### src/rtl/restoring_divider.sv
// Multi-cycle unsigned restoring divider.
// Produces one quotient bit per clock in RUN; divide-by-zero short-circuits
// straight to DONE with quotient = all ones and remainder = dividend.
module restoring_divider #(
    parameter int unsigned WIDTH = 4
) (
    input  logic             clk,
    input  logic             rst,
    input  logic             start,
    input  logic [WIDTH-1:0] dividend,
    input  logic [WIDTH-1:0] divisor,
    output logic             busy,
    output logic             done,
    output logic [WIDTH-1:0] quotient,
    output logic [WIDTH-1:0] remainder,
    output logic             div_by_zero
);

    // Counter must hold the value WIDTH itself.
    localparam int unsigned CntW = $clog2(WIDTH + 1);

    typedef enum logic [1:0] {
        StIdle = 2'd0,
        StRun  = 2'd1,
        StDone = 2'd2
    } state_e;

    state_e state_q, state_d;

    logic [WIDTH-1:0] dvd_q, dvd_d;   // dividend shift register, MSB consumed first
    logic [WIDTH-1:0] dvs_q, dvs_d;   // captured divisor
    logic [WIDTH:0]   prem_q, prem_d; // partial remainder, one guard bit
    logic [WIDTH-1:0] qsr_q, qsr_d;   // quotient bits accumulated so far
    logic [CntW-1:0]  cnt_q, cnt_d;   // iterations left
    logic [WIDTH-1:0] quot_q, quot_d;
    logic [WIDTH-1:0] rem_q, rem_d;
    logic             dbz_q, dbz_d;

    logic [WIDTH:0]   shifted;
    logic [WIDTH+1:0] sub_full;
    logic             borrow;
    logic [WIDTH:0]   prem_next;
    logic             q_bit;
    logic [WIDTH-1:0] qsr_next;

    // One restoring step: shift, trial-subtract, keep difference if no borrow.
    always_comb begin
        shifted   = {prem_q[WIDTH-1:0], dvd_q[WIDTH-1]};
        sub_full  = {1'b0, shifted} - {2'b00, dvs_q};
        borrow    = sub_full[WIDTH+1];
        q_bit     = ~borrow;
        prem_next = borrow ? shifted : sub_full[WIDTH:0];
        qsr_next  = {qsr_q[WIDTH-2:0], q_bit};
    end

    // Next-state and datapath update decisions.
    always_comb begin
        state_d = state_q;
        dvd_d   = dvd_q;
        dvs_d   = dvs_q;
        prem_d  = prem_q;
        qsr_d   = qsr_q;
        cnt_d   = cnt_q;
        quot_d  = quot_q;
        rem_d   = rem_q;
        dbz_d   = dbz_q;

        unique case (state_q)
            StIdle: begin
                if (start) begin
                    if (divisor != '0) begin
                        dvd_d   = dividend;
                        dvs_d   = divisor;
                        prem_d  = '0;
                        qsr_d   = '0;
                        cnt_d   = CntW'(WIDTH);
                        dbz_d   = 1'b0;
                        state_d = StRun;
                    end else begin
                        quot_d  = '1;
                        rem_d   = dividend;
                        dbz_d   = 1'b1;
                        state_d = StDone;
                    end
                end
            end
            StRun: begin
                prem_d = prem_next;
                qsr_d  = qsr_next;
                dvd_d  = {dvd_q[WIDTH-2:0], 1'b0};
                cnt_d  = cnt_q - CntW'(1);
                // Last iteration: publish results on this same edge.
                if (cnt_q == CntW'(1)) begin
                    quot_d  = qsr_next;
                    rem_d   = prem_next[WIDTH-1:0];
                    state_d = StDone;
                end
            end
            StDone: begin
                state_d = StIdle;
            end
            default: begin
                state_d = StIdle;
            end
        endcase
    end

    // FSM state register.
    always_ff @(posedge clk) begin
        if (rst) begin
            state_q <= StIdle;
        end else begin
            state_q <= state_d;
        end
    end

    // Datapath and result registers.
    always_ff @(posedge clk) begin
        if (rst) begin
            dvd_q  <= '0;
            dvs_q  <= '0;
            prem_q <= '0;
            qsr_q  <= '0;
            cnt_q  <= '0;
            quot_q <= '0;
            rem_q  <= '0;
            dbz_q  <= 1'b0;
        end else begin
            dvd_q  <= dvd_d;
            dvs_q  <= dvs_d;
            prem_q <= prem_d;
            qsr_q  <= qsr_d;
            cnt_q  <= cnt_d;
            quot_q <= quot_d;
            rem_q  <= rem_d;
            dbz_q  <= dbz_d;
        end
    end

    // Status and result outputs.
    always_comb begin
        busy        = (state_q == StRun);
        done        = (state_q == StDone);
        quotient    = quot_q;
        remainder   = rem_q;
        div_by_zero = dbz_q;
    end

endmodule

### config.mk
export PLATFORM = sky130hd
export DESIGN_NAME = restoring_divider
export DESIGN_NICKNAME = d
export VERILOG_FILES = /design/src/rtl/restoring_divider.sv
export SDC_FILE = /design/constraint.sdc
export NUM_CORES = 1
export LEC_CHECK = 0
export BUFFER_PORTS_ARGS = -buffer_cell sky130_fd_sc_hd__buf_4
export CAP_MARGIN = 10
export CORE_MARGIN = 5
export CORE_UTILIZATION = 50
export DETAILED_ROUTE_END_ITERATION = 10
export PLACE_DENSITY = 0.72
export SLEW_MARGIN = 20
export SYNTH_ARGS = -nofsm -noshare
export SYNTH_HDL_FRONTEND = slang
export SYNTH_SLANG_ARGS = --single-unit
### constraint.sdc
create_clock -name clk -period 2.35 [get_ports clk]
set_input_delay 0.235 -clock clk [delete_from_list [all_inputs] [get_ports clk]]
set_output_delay 0.235 -clock clk [all_outputs]
set_load 0.02 [all_outputs]
==> Yosys cells after proc, flatten, opt, wreduce, memory -nomap -nowiden <==
Cells that the tools add are included.
{ "totals": {"word_cells": 53, "reg_bits": 29, "input_bits": 11} }
{ "op_classes": {"addsub": 2, "n_reduce_logical": 8, "n_eq_ne": 7, "bitwise_logic": 1, "n_mux": 26} }
{ "ops": {"columns": ["op", "n"], "rows": [
  ["two-way mux 4 bit", 11],
  ["case mux 4 bit (2 select lines)", 4],
  ["two-way mux 3 bit", 4],
  ["case mux 3 bit (2 select lines)", 2],
  ["two-way mux 2 bit", 3],
  ["!= test 2 bit, second input constant", 3],
  ["AND reduction 3 bit", 2],
  ["subtractor 5 x 4 -> 6 bit", 1],
  ["case mux 2 bit (2 select lines)", 1],
  ["AND reduction 2 bit", 2],
  ["AND reduction 4 bit", 1],
  ["nonzero test 4 bit", 1],
  ["equality test 3 x 1 -> 1 bit, second input constant", 1],
  ["subtractor 3 x 1 -> 3 bit, second input constant", 1],
  ["equality test 2 x 1 -> 1 bit, second input constant", 1],
  ["equality test 2 bit, second input constant", 1],
  ["logical NOT 2 bit", 1],
  ["!= test 2 x 1 -> 1 bit, second input constant", 1],
  ["nonzero test 2 bit", 1],
  ["two-way mux 1 bit", 1],
  ["inverter 1 bit", 1]
]} }

==> Logic depth before layout (Yosys ltp) <==
{ "logic_depth": {"word_depth": 4, "mapped_depth": 8} }

==> Least setup slack after synthesis <==
No wires, ideal clock.
{ "synth_timing": {"path_kind": "register to register", "startpoint": "register dvs_q[1]", "endpoint": "register rem_q[3] (netlist: remainder[3])", "n_path_buf": 0, "path_stages_with_launch": 8, "arrival_ns": 1.617, "setup_slack_ns": 0.600, "setup_ns": 0.133, "required_time_ns": 2.217, "period_less_slack_ns": 1.750, "path_cell_list": "dfxtp_1 inv_1 ha_1 nor2b_1 o21a_1 or4_1 o2111ai_1 a311oi_1"} }
{ "synth_via": {"elab_chain_len": 4} }
{ "synth_rtl": {"columns": ["item", "line_no", "rtl"], "rows": [
  ["from (decl)", "31", "logic [WIDTH-1:0] dvs_q, dvs_d;"],
  ["from (signal assigned)", "130", "dvs_q <= dvs_d;"],
  ["subtractor 5 x 4 -> 6 bit", "49", "sub_full = {1'b0, shifted} - {2'b00, dvs_q};"],
  ["two-way mux 4 bit", "52", "prem_next = borrow ? shifted : sub_full[WIDTH:0];"],
  ["two-way mux 4 bit", "93", "if (cnt_q == CntW'(1)) begin"],
  ["case mux 4 bit (2 select lines)", "68", "unique case (state_q)"],
  ["to (signal assigned)", "135", "rem_q <= rem_d;"],
  ["to (decl)", "36", "logic [WIDTH-1:0] rem_q, rem_d;"]
]} }
No other way between the ends. The select of a mux whose other input is x is not followed.
A chain may end at the register's enable or synchronous reset.

==> Final worst setup path <==
Ends and elaborated chain as after synthesis.

==> reports/qor.txt <==
top cell type by total area after synthesis = dfxtp_1
Pint = 743.4 uW
dominant cells by area after synthesis = dfxtp_1 (43%), nor2_1 (7.3%), ha_1 (5.6%), nand2_1 (4.7%), a311oi_1 (4.6%)
CTS Buffer Depth = 2
Cell variety after synth = 38
CP Capture Type = register
critical-path maximum fanout = 3
Synth top cells by count = dfxtp_1 (29), nor2_1 (26), nand2_1 (17)
setup ws final = 0.4630 ns
Post-Synthesis Cells = 155
clock period minus worst slack = 1.887 ns
setup TNS = 0 ns
Area Growth Syn to Fin = 16.67%
Flop pwr share = 50.7%
worst endpoint required time = 2.54 ns
CP delay by family, top = simple AND/OR/NAND/NOR gates
RSZ-0062 raised after global routing = no
Final Setup Violations = 0
post-synthesis sequential area ratio = 43.20%
Layout Skew = 0.005203 ns
total die area = 3824 sq um
WL/cell = 13.87 microns
row count = 18
Logic pwr share = 22.7%
switching pwr = 349.5 uW
net count after synthesis = 173
crit path launch type = register
Die Wd = 61.84 microns
Slowest-stage cell, CP = or4_1
count leader, synth = dfxtp_1
first-pass GRT wire length = 4.809 mm
post-DP HPWL = 2.070 mm
Pleak = 0.0006187 uW
Iter 0 DRT Violations = 79
Max-slew headroom = 56.70%
status = completed
TritonCTS clock tree = built
layout cell share with drive strength beyond 1 = 20.67%
DR vias/cell = 5.589
Final Hold Fails = 0
hold-fix buffers at CTS = 0
Yosys reg bits = 29
syn_area_per_cell = 8.670 sq um
Clock power frac = 26.6%
Die Span Y = 61.84 microns
initial antenna violation count = 0
Root Driver = clkbuf_4
Tcrit/Tclk final = 80.30%
Clock transition at path regs = 0.09 ns
Post-synth top flop = dfxtp_1
placed inst area = 1516 sq um
CTS Buf Count = 5
remaining global-route overflow = 0
share of the synthesized area in the top cell type = 43.20%
ys async rst share = 0%
postcts setup bufs = 0
VDD IR-drop max = 0.0005183 V
total global routing track utilization = 17.38%
drt drc = 0
Worst Setup Path Type = register to register
TritonCTS Sinks = 29
CP peak stage delay = 0.48 ns
largest net degree at the start of global routing = 30
CTS resizes = 0
hold crit path type = input port to register
drt total wl = 2.898 mm
core area = 2522 sq um
Layout Utilization = 62.15%
starting density of the core = 53.27%
Ant. Diodes = 0
DR pass1 iterations = 4
EDFF count, synth = 0
port buffer count = 21
Layout Nets = 196
H-tree levels = 2
fmax = 530.0 MHz
Final Max Tran Viols = 0
vias in the first global route = 1072
io pins = 22
CP arrival = 2.08 ns
critical-path cell list = inv_1 > ha_1 > nor2b_1 > o21a_1 > or4_1 > o2111ai_1 > a311oi_1
GP Congestion = 0.8430
via count = 1168
Ys Warns = 0
Bufs and invs on worst path = 1
worst slew pin tran = 0.6471 ns
clk_lat worst skew = 0.33 ns
DRT antenna net count = 0
Syn Std Cell Area = 1344 sq um
Sw Share = 31.98%
max cap viols = 0
power density over the cells = 697.1 nW/um^2
final instance area = 1568 sq um
Post-Place Worst Slack = 0.4820 ns
==> layout by cell type, fill, tap and decap left out, types with 6 or more instances in the layout <==
master	count
dfxtp_1	29
nor2_1	26
buf_4	23
nand2_1	17
inv_1	8
a21oi_1	8
a311oi_1	7
a22oi_1	6
ha_1	6
==> power by group through the flow <==
stage | sequential, uW | clock, uW | combinational, uW
3_5_place_dp | 565 | 0 | 247
2_1_floorplan | 567 | 0 | 171
3_3_place_gp | 563 | 0 | 242
4_1_cts | 553 | 296 | 249
5_1_grt | 558 | 318 | 282
6_report | 554 | 291 | 248
==> through the flow <==
step / hold slack [ns] / instances / total power [uW]
floorplan: 0.3710 / 155 / 738.5
global placement: 0.4446 / 201 / 805.2
detailed placement: 0.4467 / 201 / 812.2
CTS: 0.1624 / 209 / 1099
global route: 0.1776 / 209 / 1158
finish: 0.1691 / 209 / 1093
==> worst min-delay path, stage by stage <==
cell and delay [ns]:
buf_4 0.12, nand3_1 0.06, a21oi_1 0.05
==> cell families after synthesis <==
kind of cell / share of synthesized area [%]
buffers and inverters: 5.307
multiplexers: 0.7449
AO/OA/AOI/OAI: 22.53
adder cells (fa/ha/maj): 7.076
flip-flops: 43.20
XOR/XNOR: 0.6519
AND/OR/NAND/NOR: 20.49
==> layer usage <==
metal | track usage, % | share of wire, % | vias to the layer above
li1 | - | - | 594
met3 | 4.959 | 5.7 | 7
met2 | 26.91 | 46 | 28
met1 | 22.64 | 46 | 539
met4 | 7.273 | 1.7 | 0
met5 | 0 | 0 | -
==> path summary, 6_finish.rpt <==
check	cells past startpoint	from	endpoint	slack, ns
setup reg to reg	7	dvs_q[1]	remainder[3]	0.46
setup / recovery	7	dvs_q[1]	remainder[3]	0.46
hold reg to reg	2	dvd_q[0]	dvd_q[0]	0.46
hold / removal	3	dividend[0]	dvd_q[0]	0.17
==> registers in the layout (all words and copies together) (netlist names) <==
signal       count
qsr_q            3
dvd_q            4
remainder        4
prem_q           4
div_by_zero      1
quotient         4
state_q          2
dvs_q            4
cnt_q            3
==> cell type report <==
type	count	area, sq um
fill	236	954.7
sequential	29	580.6
multi-input combinational	110	691.9
timing repair buffer	23	172.7
tap	30	37.54
inverter	9	33.78
clock buffer	6	41.29
clock inverter	2	10.01
Power figures use the tool's default switching activity.
